===== src/rtl/alu_arb_pkg.sv =====
// Shared definitions for the two-requester ALU arbiter: FSM encoding, ALU opcodes,
// requester IDs and a grant one-hot helper.
package alu_arb_pkg;

  typedef enum logic [1:0] {
    ST_IDLE = 2'd0,
    ST_EXEC = 2'd1,
    ST_RESP = 2'd2
  } arb_state_t;

  localparam logic [2:0] OP_ADD  = 3'd0;
  localparam logic [2:0] OP_SUB  = 3'd1;
  localparam logic [2:0] OP_AND  = 3'd2;
  localparam logic [2:0] OP_OR   = 3'd3;
  localparam logic [2:0] OP_XOR  = 3'd4;
  localparam logic [2:0] OP_SHL  = 3'd5;
  localparam logic [2:0] OP_SHR  = 3'd6;
  localparam logic [2:0] OP_PASS = 3'd7;

  localparam logic REQ_ID_0 = 1'b0;
  localparam logic REQ_ID_1 = 1'b1;

  function automatic logic [1:0] id_onehot(input logic id);
    return id ? 2'b10 : 2'b01;
  endfunction

endpackage


===== src/rtl/alu_structural.sv =====
// Combinational ALU: shared adder for ADD/SUB (carry_in acts as borrow on SUB),
// bitwise ops, logical shifts; zero flag on every op, signed overflow on ADD/SUB only.
module alu_structural
  import alu_arb_pkg::*;
#(
  parameter int OPERATION = 3,
  parameter int WIDTH     = 8,
  parameter int SHIFT     = 3
) (
  input  logic [OPERATION-1:0] op,
  input  logic [WIDTH-1:0]     x,
  input  logic [WIDTH-1:0]     y,
  input  logic [SHIFT-1:0]     shamt,
  input  logic                 carry_in,
  output logic [WIDTH-1:0]     result,
  output logic                 zero,
  output logic                 overflow
);

  logic             sub_s;
  logic [WIDTH-1:0] b_s;
  logic             cin_s;
  logic [WIDTH-1:0] sum_s;
  logic             add_ovf_s;

  // x - y - borrow is computed as x + ~y + ~borrow on the same adder
  assign sub_s     = (op == OP_SUB);
  assign b_s       = sub_s ? ~y : y;
  assign cin_s     = sub_s ? ~carry_in : carry_in;
  assign sum_s     = x + b_s + {{(WIDTH-1){1'b0}}, cin_s};
  assign add_ovf_s = (x[WIDTH-1] == b_s[WIDTH-1]) && (sum_s[WIDTH-1] != x[WIDTH-1]);

  // Opcode decode
  always_comb begin
    result   = {WIDTH{1'b0}};
    overflow = 1'b0;
    case (op)
      OP_ADD:  begin result = sum_s; overflow = add_ovf_s; end
      OP_SUB:  begin result = sum_s; overflow = add_ovf_s; end
      OP_AND:  result = x & y;
      OP_OR:   result = x | y;
      OP_XOR:  result = x ^ y;
      OP_SHL:  result = x << shamt;
      OP_SHR:  result = x >> shamt;
      OP_PASS: result = x;
      default: result = {WIDTH{1'b0}};
    endcase
  end

  assign zero = (result == {WIDTH{1'b0}});

endmodule


===== src/rtl/alu_rr_arbiter.sv =====
// Round-robin arbiter sharing one alu_structural between two valid/ready requesters,
// one transaction in flight. Optional per-requester grant counters: ALU_ARB_STATS_EN.
module alu_rr_arbiter
  import alu_arb_pkg::*;
#(
  parameter int OPERATION = 3,
  parameter int WIDTH     = 8,
  parameter int SHIFT     = 3,
  parameter int CNT_W     = 16
) (
  input  logic                   clk,
  input  logic                   rst,
  input  logic [1:0]             req_valid,
  output logic [1:0]             req_ready,
  input  logic [2*OPERATION-1:0] req_op,
  input  logic [2*WIDTH-1:0]     req_x,
  input  logic [2*WIDTH-1:0]     req_y,
  input  logic [2*SHIFT-1:0]     req_shamt,
  input  logic [1:0]             req_carry,
  output logic                   rsp_valid,
  input  logic                   rsp_ready,
  output logic                   rsp_id,
  output logic [WIDTH-1:0]       rsp_result,
  output logic                   rsp_zero,
  output logic                   rsp_overflow,
  output logic [2*CNT_W-1:0]     grant_cnt
);

  arb_state_t state_r, state_nxt_s;

  logic                 last_id_r;
  logic                 grant_vld_s;
  logic                 grant_id_s;
  logic [1:0]           req_ready_s;
  logic                 accept_s;

  logic [OPERATION-1:0] op_r;
  logic [WIDTH-1:0]     x_r, y_r;
  logic [SHIFT-1:0]     shamt_r;
  logic                 carry_r;
  logic                 id_r;

  logic                 rsp_valid_r, rsp_id_r, rsp_zero_r, rsp_overflow_r;
  logic [WIDTH-1:0]     rsp_result_r;

  logic [WIDTH-1:0]     alu_result_s;
  logic                 alu_zero_s, alu_overflow_s;

  // Round-robin pick: a tie goes to the requester not served last
  always_comb begin
    grant_vld_s = 1'b0;
    grant_id_s  = REQ_ID_0;
    case (req_valid)
      2'b01:   begin grant_vld_s = 1'b1; grant_id_s = REQ_ID_0;   end
      2'b10:   begin grant_vld_s = 1'b1; grant_id_s = REQ_ID_1;   end
      2'b11:   begin grant_vld_s = 1'b1; grant_id_s = ~last_id_r; end
      default: begin grant_vld_s = 1'b0; grant_id_s = REQ_ID_0;   end
    endcase
  end

  // Next-state and accept; reset blocks any accept in the cycle it is asserted
  always_comb begin
    state_nxt_s = state_r;
    req_ready_s = 2'b00;
    case (state_r)
      ST_IDLE: begin
        if (grant_vld_s && !rst) begin
          req_ready_s = id_onehot(grant_id_s);
          state_nxt_s = ST_EXEC;
        end else begin
          state_nxt_s = ST_IDLE;
        end
      end
      ST_EXEC: state_nxt_s = ST_RESP;
      ST_RESP: begin
        if (rsp_ready) begin
          state_nxt_s = ST_IDLE;
        end else begin
          state_nxt_s = ST_RESP;
        end
      end
      default: state_nxt_s = ST_IDLE;
    endcase
  end

  assign accept_s = |req_ready_s;

  // State register
  always_ff @(posedge clk) begin
    if (rst) state_r <= ST_IDLE;
    else     state_r <= state_nxt_s;
  end

  // Operand latch on accept, response capture in EXEC, release on handshake
  always_ff @(posedge clk) begin
    if (rst) begin
      last_id_r      <= REQ_ID_1;
      op_r           <= {OPERATION{1'b0}};
      x_r            <= {WIDTH{1'b0}};
      y_r            <= {WIDTH{1'b0}};
      shamt_r        <= {SHIFT{1'b0}};
      carry_r        <= 1'b0;
      id_r           <= REQ_ID_0;
      rsp_valid_r    <= 1'b0;
      rsp_id_r       <= 1'b0;
      rsp_result_r   <= {WIDTH{1'b0}};
      rsp_zero_r     <= 1'b0;
      rsp_overflow_r <= 1'b0;
    end else begin
      if (accept_s) begin
        op_r      <= grant_id_s ? req_op[2*OPERATION-1:OPERATION] : req_op[OPERATION-1:0];
        x_r       <= grant_id_s ? req_x[2*WIDTH-1:WIDTH]          : req_x[WIDTH-1:0];
        y_r       <= grant_id_s ? req_y[2*WIDTH-1:WIDTH]          : req_y[WIDTH-1:0];
        shamt_r   <= grant_id_s ? req_shamt[2*SHIFT-1:SHIFT]      : req_shamt[SHIFT-1:0];
        carry_r   <= grant_id_s ? req_carry[1]                    : req_carry[0];
        id_r      <= grant_id_s;
        last_id_r <= grant_id_s;
      end
      if (state_r == ST_EXEC) begin
        rsp_valid_r    <= 1'b1;
        rsp_id_r       <= id_r;
        rsp_result_r   <= alu_result_s;
        rsp_zero_r     <= alu_zero_s;
        rsp_overflow_r <= alu_overflow_s;
      end else if (state_r == ST_RESP && rsp_ready) begin
        rsp_valid_r <= 1'b0;
      end
    end
  end

  alu_structural #(
    .OPERATION(OPERATION),
    .WIDTH    (WIDTH),
    .SHIFT    (SHIFT)
  ) u_alu (
    .op      (op_r),
    .x       (x_r),
    .y       (y_r),
    .shamt   (shamt_r),
    .carry_in(carry_r),
    .result  (alu_result_s),
    .zero    (alu_zero_s),
    .overflow(alu_overflow_s)
  );

`ifdef ALU_ARB_STATS_EN
  logic [CNT_W-1:0] cnt0_r, cnt1_r;

  // Per-requester accept counters, wrapping naturally at 2**CNT_W
  always_ff @(posedge clk) begin
    if (rst) begin
      cnt0_r <= {CNT_W{1'b0}};
      cnt1_r <= {CNT_W{1'b0}};
    end else if (accept_s) begin
      if (grant_id_s) cnt1_r <= cnt1_r + {{(CNT_W-1){1'b0}}, 1'b1};
      else            cnt0_r <= cnt0_r + {{(CNT_W-1){1'b0}}, 1'b1};
    end
  end

  assign grant_cnt = {cnt1_r, cnt0_r};
`else
  assign grant_cnt = {(2*CNT_W){1'b0}};
`endif

  assign req_ready    = req_ready_s;
  assign rsp_valid    = rsp_valid_r;
  assign rsp_id       = rsp_id_r;
  assign rsp_result   = rsp_result_r;
  assign rsp_zero     = rsp_zero_r;
  assign rsp_overflow = rsp_overflow_r;

endmodule

===== config.mk =====
export PLATFORM = sky130hd
export DESIGN_NAME = alu_rr_arbiter
export DESIGN_NICKNAME = d
export VERILOG_FILES = /design/src/rtl/alu_arb_pkg.sv /design/src/rtl/alu_structural.sv /design/src/rtl/alu_rr_arbiter.sv
export SDC_FILE = /design/constraint.sdc
export NUM_CORES = 1
export LEC_CHECK = 0
export BUFFER_PORTS_ARGS = -buffer_cell sky130_fd_sc_hd__buf_2
export CORE_AREA = 2 2 81 83
export DETAILED_ROUTE_END_ITERATION = 10
export DIE_AREA = 0 0 83 85
export PLACE_DENSITY_LB_ADDON = 0.08
export RECOVER_POWER = 50
export SKIP_LAST_GASP = 1
export SLEW_MARGIN = 0
export SYNTH_ARGS = -nofsm -noshare
export SYNTH_HDL_FRONTEND = slang
export SYNTH_SLANG_ARGS = --single-unit

===== constraint.sdc =====
create_clock -name clk -period 6.67 [get_ports clk]
set_input_delay 0 -clock clk [delete_from_list [all_inputs] [get_ports clk]]
set_output_delay 0 -clock clk [all_outputs]
set_load 0.03 [all_outputs]

# Word-level counts from Yosys, hierarchy flattened
# Index checks and enable logic that the tools add are counted.
totals:
  register_bits: 39
  input_bits: 51
  out_inout_bits: 46
  word_cells: 67
op_classes:
  add_sub_neg: 2
  n_eq_ne: 14
  shift: 2
  muxes: 19
  bitwise_logic: 6
  n_reduce_logical: 11
op_table:
  columns: ["operator", "count"]
  rows:
  - ["8-bit case mux with 7 select lines", 1]
  - ["8-bit 2-to-1 mux", 3]
  - ["3-bit == test, second input constant", 4]
  - ["8-bit by 1-bit adder with 8-bit output", 1]
  - ["8-bit adder", 1]
  - ["8-bit AND", 1]
  - ["8-bit zero test", 1]
  - ["2-bit 2-to-1 mux", 4]
  - ["8-bit NOT", 1]
  - ["8-bit bitwise OR", 1]
  - ["8-bit by 3-bit left shift with 8-bit output", 1]
  - ["8-bit by 3-bit >> shifter with 8-bit output", 1]
  - ["8-bit bitwise XOR", 1]
  - ["1-bit 2-to-1 mux", 7]
  - ["2-bit == test, second input constant", 3]
  - ["3-bit by 2-bit == test with 1-bit output, second input constant", 2]
  - ["3-bit 2-to-1 mux", 2]
  - ["2-bit case mux with 3 select lines", 1]
  - ["2-bit by 1-bit == test with 1-bit output, second input constant", 2]
  - ["2-bit OR reduction", 2]
  - ["3-bit by 1-bit == test with 1-bit output, second input constant", 1]
  - ["1-bit logical AND", 3]
  - ["3-bit zero test", 1]
  - ["3-bit OR reduction", 1]
  - ["7 further kinds", 8]

# Logic depth before layout (Yosys ltp)
# Gate-level depths: netlist (run 1).
depth:
  depth_word: 7
  depth_mapped: 13
  depth_no_buf: 11

# By module
# A second synthesis (run 1) with hierarchy kept.
unflattened:
  cells_unflattened: 454
  area_unflattened_um2: 3622.2
by_module_without_submodules:
  columns: ["module", "n_inst", "cells_each", "area_each_um2", "seq_area_each_um2"]
  rows:
  - ["alu_rr_arbiter", 1, 235, 2004.4, 780.7]
  - ["alu_structural", 1, 219, 1617.8, 0.0]

# Least setup slack after synthesis (run 1)
# Ideal clock, no wire load.
synth_timing:
  path_type: "register to register"
  startpoint: "reg op_r[2]"
  endpoint: "reg rsp_zero_r (netlist: rsp_zero)"
  setup_time_ns: 0.084
  arrival_time_ns: 3.433
  t_required_ns: 6.586
  path_slack_ns: 3.153
  path_stages_with_launch: 14
  path_buffers: 2
  synth_period_minus_slack_ns: 3.517
  cell_sequence: "dfxtp_1 clkbuf_1 or3b_1 buf_2 xnor2_1 fa_1 inv_1 fa_1 a21o_1 a211oi_1 o21ai_0 a221o_1 or4b_1 o31ai_2"
synth_between:
  elab_chain_cells: 6
  word_cells_on_any_way: 15
  classes_between: "2 x add/sub; 7 x eq/ne; 3 x mux; 3 x reduce/logical"
synth_lines:
  columns: ["element", "line_no", "source"]
  rows:
  - ["start, declared", "alu_rr_arbiter.sv:37", "logic [OPERATION-1:0] op_r;"]
  - ["start signal, assigned", "alu_rr_arbiter.sv:98", "op_r <= {OPERATION{1'b0}};"]
  - ["start signal, assigned", "alu_rr_arbiter.sv:111", "op_r <= grant_id_s ? req_op[2*OPERATION-1:OPERATION] : req_op[OPERATION-1:0];"]
  - ["3-bit by 1-bit == test with 1-bit output", "alu_structural.sv:27, alu_structural.sv:37", null]
  - ["8-bit 2-to-1 mux", "alu_structural.sv:28", "assign b_s = sub_s ? ~y : y;"]
  - ["8-bit adder", "alu_structural.sv:30", "assign sum_s = x + b_s + {{(WIDTH-1){1'b0}}, cin_s};"]
  - ["8-bit by 1-bit adder with 8-bit output", "alu_structural.sv:30", null]
  - ["8-bit case mux with 7 select lines (*)", "alu_structural.sv:37", "case (op)"]
  - ["8-bit zero test (*)", "alu_structural.sv:50", "assign zero = (result == {WIDTH{1'b0}});"]
  - ["end signal, assigned", "alu_rr_arbiter.sv:123", "rsp_zero_r <= alu_zero_s;"]
  - ["end, declared", "alu_rr_arbiter.sv:43", "logic rsp_valid_r, rsp_id_r, rsp_zero_r, rsp_overflow_r;"]
# Mark *: on every way between the ends. The rest lies on a longest branch, timed or not.
# A chain may end at the register's enable or synchronous reset.

# Worst setup path after layout (run 1)
layout_timing:
  startpoint: "reg last_id_r"
  endpoint: "out req_ready[1]"
layout_between:
  elab_chain_cells: 5
layout_lines:
  columns: ["element", "line_no", "source"]
  rows:
  - ["start, declared", "alu_rr_arbiter.sv:31", "logic last_id_r;"]
  - ["start signal, assigned", "alu_rr_arbiter.sv:117", "last_id_r <= grant_id_s;"]
  - ["1-bit NOT", "alu_rr_arbiter.sv:56", "2'b11: begin grant_vld_s = 1'b1; grant_id_s = ~last_id_r; end"]
  - ["1-bit case mux with 2 select lines", "alu_rr_arbiter.sv:53", "case (req_valid)"]
  - ["2-bit 2-to-1 mux", "alu_arb_pkg.sv:24", "return id ? 2'b10 : 2'b01;"]
  - ["2-bit 2-to-1 mux", "alu_rr_arbiter.sv:67", "if (grant_vld_s && !rst) begin"]
  - ["2-bit 2-to-1 mux", "alu_rr_arbiter.sv:65", "case (state_r)"]
  - ["end, declared", "alu_rr_arbiter.sv:14", "output logic [1:0] req_ready,"]
# No other way between the ends.

==> results of run 1 <==
-- registers in the layout, summed over array words and instances (netlist names), 2 cells and up --
signal,flops
y_r,8
rsp_result,8
state_r,2
x_r,8
shamt_r,3
op_r,3
-- tightest hold or removal path, stage by stage --
cell and delay [ns]:
sky130_fd_sc_hd__buf_2 0.09, sky130_fd_sc_hd__mux2i_1 0.11, sky130_fd_sc_hd__a211oi_1 0.08
-- routing by layer --
layer,wire [um],global-route usage (%),vias up
met5,0,0,-
met4,129,7.60,0
met3,466,2.92,10
met2,3960,39.1,101
met1,3650,31.6,1367
li1,-,-,1503
-- worst max path at each step --
stage	endpoint	from
3_5_place_dp	rsp_zero$_SDFFE_PP0P_	op_r[0]$_SDFFE_PP0P_
3_3_place_gp	rsp_zero$_SDFFE_PP0P_	op_r[0]$_SDFFE_PP0P_
2_1_floorplan	rsp_zero$_SDFFE_PP0P_	op_r[2]$_SDFFE_PP0P_
4_1_cts	rsp_zero$_SDFFE_PP0P_	op_r[0]$_SDFFE_PP0P_
6_report	req_ready[1]	last_id_r$_SDFFE_PP1P_
5_1_grt	req_ready[1]	last_id_r$_SDFFE_PP1P_
-- synth_stat cells, types with 7 or more instances --
master / number / share of area (%)
sky130_fd_sc_hd__dfxtp_1: 39 / 23
sky130_fd_sc_hd__nor2_1: 38 / 4.1
sky130_fd_sc_hd__buf_4: 32 / 6.9
sky130_fd_sc_hd__a211oi_1: 29 / 6.3
sky130_fd_sc_hd__mux2i_1: 28 / 8.1
sky130_fd_sc_hd__clkbuf_1: 22 / 2.4
sky130_fd_sc_hd__ha_1: 22 / 7.9
sky130_fd_sc_hd__inv_1: 21 / 2.3
sky130_fd_sc_hd__nand2_1: 16 / 1.7
sky130_fd_sc_hd__a21oi_1: 14 / 2.0
sky130_fd_sc_hd__xnor2_1: 12 / 3.0
sky130_fd_sc_hd__nor2b_1: 11 / 2.0
sky130_fd_sc_hd__o21ai_0: 11 / 1.6
sky130_fd_sc_hd__mux4_2: 10 / 6.5
sky130_fd_sc_hd__nor3_1: 9 / 1.3
sky130_fd_sc_hd__buf_2: 7 / 1.0
-- per-stage QoR --
stage / utilization [%] / std cells / setup slack (ns)
3_3_place_gp: 58.4 / 517 / 2.60
4_1_cts: 60.7 / 526 / 2.49
3_5_place_dp: 58.4 / 517 / 2.52
6_report: 60.3 / 526 / 2.35
5_1_grt: 60.3 / 526 / 2.01
2_1_floorplan: - / 442 / 3.15
-- power groups by stage --
stage	clock network (mW)	logic [mW]	registers [mW]
2_1_floorplan	0	0.259	0.288
3_3_place_gp	0	0.292	0.308
3_5_place_dp	0	0.295	0.309
4_1_cts	0.242	0.297	0.303
5_1_grt	0.253	0.329	0.309
6_report	0.238	0.296	0.304
-- logic make-up after synthesis --
family	Yosys count	synth area share (%)
and+or+nand+nor	110	16.3
AOI/OAI and AO/OA	97	20.2
buffers and inverters	88	13.7
muxes	39	14.9
DFF	39	22.5
adders and majority gates	24	9.09
xor gates and xnor gates	13	3.28
other	1	0.108
-- cell type report --
| type | instances | area (um^2) | share of cell area (%) |
|---|---|---|---|
| tap | 77 | 96.3 | 2.58 |
| clock buffer | 6 | 72.6 | 1.94 |
| multi-input combinational | 315 | 2330 | 62.3 |
| clock inverter | 2 | 60.1 | 1.61 |
| timing repair buffer | 65 | 315 | 8.43 |
| sequential | 39 | 781 | 20.9 |
| inverter | 22 | 82.6 | 2.21 |
==> flow_results.xml, run 1 <==
<?xml version="1.0" encoding="UTF-8"?>
<metrics>
  <group name="clock_tree">
    <metric name="path_clk_slew" unit="ns">0.08</metric>
    <metric name="post-cts-setup-buffer-count" unit="">0</metric>
    <metric name="cts-hold-fix-buffers" unit="">1</metric>
    <metric name="cts_buffer_depth" unit="">2</metric>
    <metric name="tritoncts" unit="">built</metric>
    <metric name="clock_sinks" unit="">39</metric>
    <metric name="cts_buffers" unit="">5</metric>
    <metric name="clock_tree.root_cell" unit="">sky130_fd_sc_hd__clkbuf_8</metric>
    <metric name="cts.repair.resized" unit="">0</metric>
    <metric name="clk_latency" unit="ns">0.30</metric>
    <metric name="htree_num_levels" unit="">2</metric>
  </group>
  <group name="worst_setup_path">
    <metric name="cpMaxStageDelayCell" unit="">sky130_fd_sc_hd__a21boi_0</metric>
    <metric name="cp-start-kind" unit="">register</metric>
    <metric name="cp.required" unit="ns">6.67</metric>
    <metric name="critPathArrivalTime" unit="ns">4.32</metric>
    <metric name="ff2ff_path_depth" unit="">11</metric>
    <metric name="cpLargestDelayFamily" unit="">compound AO/OA/AOI/OAI gates</metric>
    <metric name="cp_slowest_stage_delay" unit="ns">3.01</metric>
    <metric name="critical_path_buf_inv_count" unit="">1</metric>
    <metric name="timing.setup.critical_path_class" unit="">reg2out</metric>
    <metric name="cp.depth" unit="">3</metric>
    <metric name="worst-path-max-fanout" unit="">25</metric>
    <metric name="launching_point_of_the_worst_reg2reg_path" unit="">op_r[0]$_SDFFE_PP0P_</metric>
    <metric name="worst_r2r_endpoint" unit="">rsp_zero$_SDFFE_PP0P_</metric>
    <metric name="worstPathCellList" unit="">a21boi_0 -&gt; and2_1 -&gt; buf_2</metric>
    <metric name="critPathCaptureType" unit="">primary output</metric>
    <metric name="rrSetupSlack" unit="ns">2.48</metric>
  </group>
  <group name="min_path">
    <metric name="timing.hold.worst_path_depth" unit="">3</metric>
    <metric name="min_to" unit="">y_r[3]$_SDFFE_PP0P_</metric>
    <metric name="timing.hold.worst.start" unit="">req_y[3]</metric>
    <metric name="min-delay-path-class" unit="">in2reg</metric>
  </group>
  <group name="pwr">
    <metric name="intPower" unit="uW">531</metric>
    <metric name="power_switching" unit="uW">307</metric>
    <metric name="combPwrFrac" unit="%">35.4</metric>
    <metric name="pwr-share-clk" unit="%">28.4</metric>
    <metric name="powerDensity" unit="nW/um^2">224</metric>
    <metric name="power.sequential.fraction" unit="%">36.3</metric>
    <metric name="switching_share" unit="%">36.7</metric>
    <metric name="total_power" unit="uW">838</metric>
    <metric name="static-leakage-power" unit="nW">1.53</metric>
    <metric name="irDropWorstVdd" unit="V">0.000130</metric>
  </group>
  <group name="synth">
    <metric name="synth.cell_area" unit="um^2">3470</metric>
    <metric name="yosys_warnings" unit="">0</metric>
    <metric name="syn_area_per_cell" unit="um^2">8.44</metric>
    <metric name="synth_edf_count" unit="">0</metric>
    <metric name="synth_unique_cells" unit="">61</metric>
    <metric name="postSynthCellCount" unit="">411</metric>
    <metric name="synth_flop_cell" unit="">sky130_fd_sc_hd__dfxtp_1</metric>
    <metric name="synth_seq_area_share" unit="%">22.5</metric>
    <metric name="synth.ff_latch_count" unit="">39</metric>
    <metric name="ys_async_sr_fraction" unit="%">0</metric>
  </group>
  <group name="detailed_routing">
    <metric name="total_routed_wirelength" unit="mm">8.20</metric>
    <metric name="ant_nets" unit="">0</metric>
    <metric name="num_vias" unit="">2981</metric>
    <metric name="post_drt_via_cell_ratio" unit="">5.67</metric>
    <metric name="post-route-drc-count" unit="">0</metric>
    <metric name="drt_pass1_iterations" unit="">4</metric>
    <metric name="post_detailed_route_wirelength_per_cell" unit="um">15.6</metric>
    <metric name="dr.first_iter.drc_count" unit="">286</metric>
  </group>
  <group name="cells_and_area">
    <metric name="finalNetCount" unit="">523</metric>
    <metric name="drive_above_1_share" unit="%">17.1</metric>
    <metric name="area_growth" unit="%">7.75</metric>
    <metric name="layout.cell_area.non_filler" unit="um^2">3740</metric>
    <metric name="final_common_cell" unit="">sky130_fd_sc_hd__buf_2</metric>
    <metric name="diodes_inserted" unit="">0</metric>
    <metric name="filler_cell_count" unit="">596</metric>
    <metric name="final_cell_mix" unit="">sky130_fd_sc_hd__buf_2, sky130_fd_sc_hd__dfxtp_1, sky130_fd_sc_hd__nor2_1</metric>
  </group>
  <group name="floorplanning">
    <metric name="floorplan.rows" unit="">29</metric>
    <metric name="start_util" unit="%">55.9</metric>
    <metric name="design.core.area" unit="um^2">6200</metric>
    <metric name="top_ports" unit="">97</metric>
    <metric name="die_area" unit="um^2">7060</metric>
    <metric name="die_height" unit="um">85</metric>
    <metric name="fp.dieW" unit="um">83</metric>
  </group>
  <group name="placed_design">
    <metric name="finalWeightedCongestion" unit="">0.914</metric>
    <metric name="dpl_cell_area" unit="um^2">3620</metric>
    <metric name="io_buffers" unit="">64</metric>
    <metric name="dp.final_hpwl" unit="mm">6.16</metric>
  </group>
  <group name="sta">
    <metric name="report.final.hold_viol_count" unit="">0</metric>
    <metric name="fmax" unit="MHz">231</metric>
    <metric name="skew_final" unit="ns">0.00808</metric>
    <metric name="worst_hold_slack" unit="ns">0.0204</metric>
    <metric name="maxSlewHeadroom" unit="%">-179</metric>
    <metric name="setup_repair_after_global_routing_missed_its_margin" unit="">false</metric>
    <metric name="worst_slew_pin_slew" unit="ns">4.15</metric>
    <metric name="post-route-min-period" unit="ns">4.32</metric>
    <metric name="setup-violations-final" unit="">0</metric>
    <metric name="report.final.slew_viol_count" unit="">26</metric>
    <metric name="tns" unit="ns">0</metric>
    <metric name="timing.final.crit_share" unit="%">64.8</metric>
  </group>
  <group name="global_route">
    <metric name="first_global_vias" unit="">2718</metric>
    <metric name="grt_start_max_net_pins" unit="">49</metric>
    <metric name="global_route.usage.total" unit="%">23.4</metric>
    <metric name="grt_first_pass_wirelength" unit="mm">13.4</metric>
    <metric name="gr-total-overflow" unit="">0</metric>
    <metric name="initial_antenna_violation_count" unit="">0</metric>
  </group>
  <group name="status">
    <metric name="violations" unit="">capacitance limit, slew limit</metric>
    <metric name="outcome" unit="">complete, but fails checks</metric>
  </group>
  <group name="flow_run">
    <metric name="maxCapViolations" unit="">1</metric>
  </group>
</metrics>
Note: power is estimated with default switching activity, not from simulation.
==> run 2, diff against run 1 <==
--- a/config.mk
+++ b/config.mk
@@ -6,9 +6,9 @@
 export NUM_CORES = 1
 export LEC_CHECK = 0
 export BUFFER_PORTS_ARGS = -buffer_cell sky130_fd_sc_hd__buf_2
-export CORE_AREA = 2 2 81 83
+export CORE_AREA = 2 2 89 91
 export DETAILED_ROUTE_END_ITERATION = 10
-export DIE_AREA = 0 0 83 85
+export DIE_AREA = 0 0 91 93
 export PLACE_DENSITY_LB_ADDON = 0.08
 export RECOVER_POWER = 50
 export SKIP_LAST_GASP = 1
==> constraint.sdc (replaced) <==
create_clock -name clk -period 3.5 [get_ports clk]
set_input_delay 0 -clock clk [delete_from_list [all_inputs] [get_ports clk]]
set_output_delay 0 -clock clk [all_outputs]
set_load 0.03 [all_outputs]
==> flow_results.xml, run 2 (synthesis results as in run 1) <==
<?xml version="1.0" encoding="UTF-8"?>
<metrics>
  <group name="status">
    <metric name="outcome" unit="">finished clean</metric>
  </group>
  <group name="floorplanning">
    <metric name="die_height" unit="um">93</metric>
    <metric name="start_util" unit="%">46.1</metric>
    <metric name="die_area" unit="um^2">8460</metric>
    <metric name="design.core.area" unit="um^2">7530</metric>
    <metric name="floorplan.rows" unit="">32</metric>
    <metric name="fp.dieW" unit="um">91</metric>
    <metric name="top_ports" unit="">97</metric>
  </group>
  <group name="detailed_routing">
    <metric name="post_detailed_route_wirelength_per_cell" unit="um">15.4</metric>
    <metric name="met2_length" unit="mm">4.22</metric>
    <metric name="total_routed_wirelength" unit="mm">8.62</metric>
    <metric name="drt_pass1_iterations" unit="">4</metric>
    <metric name="routed.top_layer" unit="">met4</metric>
    <metric name="ant_nets" unit="">0</metric>
    <metric name="num_vias" unit="">3032</metric>
    <metric name="post_drt_via_cell_ratio" unit="">5.41</metric>
    <metric name="post-route-drc-count" unit="">0</metric>
    <metric name="dr.first_iter.drc_count" unit="">296</metric>
    <metric name="detail_route.wirelength.met1" unit="mm">3.66</metric>
    <metric name="met3RoutedLength" unit="um">614</metric>
  </group>
  <group name="global_route">
    <metric name="global_route.usage.total" unit="%">20.6</metric>
    <metric name="gr-total-overflow" unit="">0</metric>
    <metric name="grt_first_pass_wirelength" unit="mm">14.0</metric>
    <metric name="first_global_vias" unit="">2783</metric>
    <metric name="grt_start_max_net_pins" unit="">49</metric>
    <metric name="initial_antenna_violation_count" unit="">0</metric>
  </group>
  <group name="clock_tree">
    <metric name="cts_buffers" unit="">5</metric>
    <metric name="post-cts-setup-buffer-count" unit="">0</metric>
    <metric name="tritoncts" unit="">built</metric>
    <metric name="clock_tree.root_cell" unit="">sky130_fd_sc_hd__clkbuf_8</metric>
    <metric name="path_clk_slew" unit="ns">0.09</metric>
    <metric name="clk_latency" unit="ns">0.30</metric>
    <metric name="cts_buffer_depth" unit="">2</metric>
    <metric name="htree_num_levels" unit="">2</metric>
    <metric name="clock_sinks" unit="">39</metric>
  </group>
  <group name="cells_and_area">
    <metric name="filler_cell_count" unit="">797</metric>
    <metric name="finalNetCount" unit="">532</metric>
    <metric name="area_growth" unit="%">10.2</metric>
    <metric name="final_cell_mix" unit="">sky130_fd_sc_hd__buf_2, sky130_fd_sc_hd__dfxtp_1, sky130_fd_sc_hd__nor2_1</metric>
    <metric name="final_common_cell" unit="">sky130_fd_sc_hd__buf_2</metric>
    <metric name="layout.cell_area.non_filler" unit="um^2">3820</metric>
    <metric name="drive_above_1_share" unit="%">19.7</metric>
    <metric name="diodes_inserted" unit="">0</metric>
  </group>
  <group name="sta">
    <metric name="maxSlewHeadroom" unit="%">15.4</metric>
    <metric name="report.final.slew_viol_count" unit="">0</metric>
    <metric name="worst_slew_pin_slew" unit="ns">1.27</metric>
    <metric name="skew_final" unit="ns">0.00767</metric>
    <metric name="fmax" unit="MHz">295</metric>
    <metric name="timing.final.crit_share" unit="%">96.8</metric>
    <metric name="post-route-min-period" unit="ns">3.39</metric>
    <metric name="report.final.hold_viol_count" unit="">0</metric>
    <metric name="setup-violations-final" unit="">0</metric>
  </group>
  <group name="worst_setup_path">
    <metric name="cp.depth" unit="">11</metric>
    <metric name="rrSetupSlack" unit="ns">0.11</metric>
    <metric name="cp-start-kind" unit="">register</metric>
    <metric name="critical_path_buf_inv_count" unit="">1</metric>
    <metric name="worst_path_most_repeated_cell" unit="">sky130_fd_sc_hd__fa_1</metric>
    <metric name="timing.critical_path.to" unit="">rsp_zero$_SDFFE_PP0P_</metric>
    <metric name="timing.setup.critical_path_class" unit="">reg2reg</metric>
    <metric name="cpMaxStageDelayCell" unit="">sky130_fd_sc_hd__or4b_1</metric>
    <metric name="cpLargestDelayFamily" unit="">compound AO/OA/AOI/OAI gates</metric>
    <metric name="critPathCaptureType" unit="">register</metric>
    <metric name="cp.required" unit="ns">3.72</metric>
    <metric name="worst-path-max-fanout" unit="">3</metric>
    <metric name="worstPathCellList" unit="">or3b_4 -&gt; xor2_2 -&gt; fa_1 -&gt; inv_1 -&gt; fa_1 -&gt; a21o_1 -&gt; a211oi_2 -&gt; o21ai_1 -&gt; a221o_1 -&gt; or4b_1 -&gt; o31ai_2</metric>
    <metric name="worst_r2r_endpoint" unit="">rsp_zero$_SDFFE_PP0P_</metric>
    <metric name="critPathArrivalTime" unit="ns">3.61</metric>
    <metric name="ff2ff_path_depth" unit="">11</metric>
    <metric name="cp_slowest_stage_delay" unit="ns">0.53</metric>
    <metric name="timing.critical_path.from" unit="">op_r[2]$_SDFFE_PP0P_</metric>
    <metric name="launching_point_of_the_worst_reg2reg_path" unit="">op_r[2]$_SDFFE_PP0P_</metric>
  </group>
  <group name="pwr">
    <metric name="total_power" unit="mW">1.47</metric>
    <metric name="irDropWorstVdd" unit="V">0.000227</metric>
    <metric name="powerDensity" unit="nW/um^2">386</metric>
    <metric name="static-leakage-power" unit="nW">1.56</metric>
  </group>
  <group name="min_path">
    <metric name="min-delay-path-class" unit="">in2reg</metric>
  </group>
  <group name="placed_design">
    <metric name="finalWeightedCongestion" unit="">0.875</metric>
    <metric name="io_buffers" unit="">64</metric>
    <metric name="dpl_cell_area" unit="um^2">3730</metric>
    <metric name="dp.final_hpwl" unit="mm">6.47</metric>
  </group>
  <group name="flow_run">
    <metric name="maxCapViolations" unit="">0</metric>
  </group>
</metrics>
[run 2: cell count changes in the layout (fill, tap and decap cells not counted), sizes merged]
cell      change
clkbuf        +1
bufinv        -2
clkinv        +1
buf           +8
clkinvlp      +1
[run 2: worst min-delay path by stage]
stage,start,end,slack [ns],cells after the start
2_1_floorplan,rsp_ready,state_r[1]$_SDFF_PP0_,0.19,2
5_1_grt,req_x[6],x_r[6]$_SDFFE_PP0P_,0.05,3
3_3_place_gp,rsp_ready,state_r[1]$_SDFF_PP0_,0.29,3
3_5_place_dp,rsp_ready,state_r[1]$_SDFF_PP0_,0.30,3
4_1_cts,req_y[7],y_r[7]$_SDFFE_PP0P_,0.03,3
6_report,req_y[7],y_r[7]$_SDFFE_PP0P_,0.04,3
[run 2: power by group]
group	total (mW)	switching (mW)	internal [mW]
Clock	0.309	0.169	0.140
Combinational	0.614	0.362	0.253
Sequential	0.552	0.0661	0.486
[run 2: cell type report]
cell class	instances	area, um^2	area share (%)
tap	102	128	3.34
multi-input combinational	315	2360	61.9
sequential	39	781	20.4
clock buffer	6	72.6	1.90
timing repair buffer	74	382	9.98
clock inverter	2	12.5	0.327
inverter	22	82.6	2.16
[run 2: timing repair]
action                     in CTS  in global routing
resized for setup               0                  4
setup endpoints to repair       0                  1
hold buffers                    1                  0
hold endpoints to repair        1                  0
[run 2: per-stage QoR]
step           worst slack (ns)  cells  TNS (ns)  hold WS, ns  utilization (%)
2_1_floorplan           0.00248    442         0        0.186                -
3_3_place_gp              0.150    551         0        0.292             49.5
3_5_place_dp             0.0445    551         0        0.300             49.5
4_1_cts                  0.0231    560         0       0.0329             50.8
5_1_grt                -0.00305    560  -0.00305       0.0474             50.8
6_report                  0.113    560         0       0.0358             50.8
[run 2: layer usage]
layer,vias to the layer above,GRT usage (%)
met2,124,34.0
met3,9,3.14
li1,1514,-
met1,1385,27.6
met4,0,6.82
met5,-,0
[run 2: worst register-to-register path, cell delays in order (launching register included)]
cell	delay, ns
sky130_fd_sc_hd__dfxtp_1	0.33
sky130_fd_sc_hd__or3b_4	0.44
sky130_fd_sc_hd__xor2_2	0.21
sky130_fd_sc_hd__fa_1	0.24
sky130_fd_sc_hd__inv_1	0.07
sky130_fd_sc_hd__fa_1	0.40
sky130_fd_sc_hd__a21o_1	0.18
sky130_fd_sc_hd__a211oi_2	0.22
sky130_fd_sc_hd__o21ai_1	0.10
sky130_fd_sc_hd__a221o_1	0.37
sky130_fd_sc_hd__or4b_1	0.53
sky130_fd_sc_hd__o31ai_2	0.23
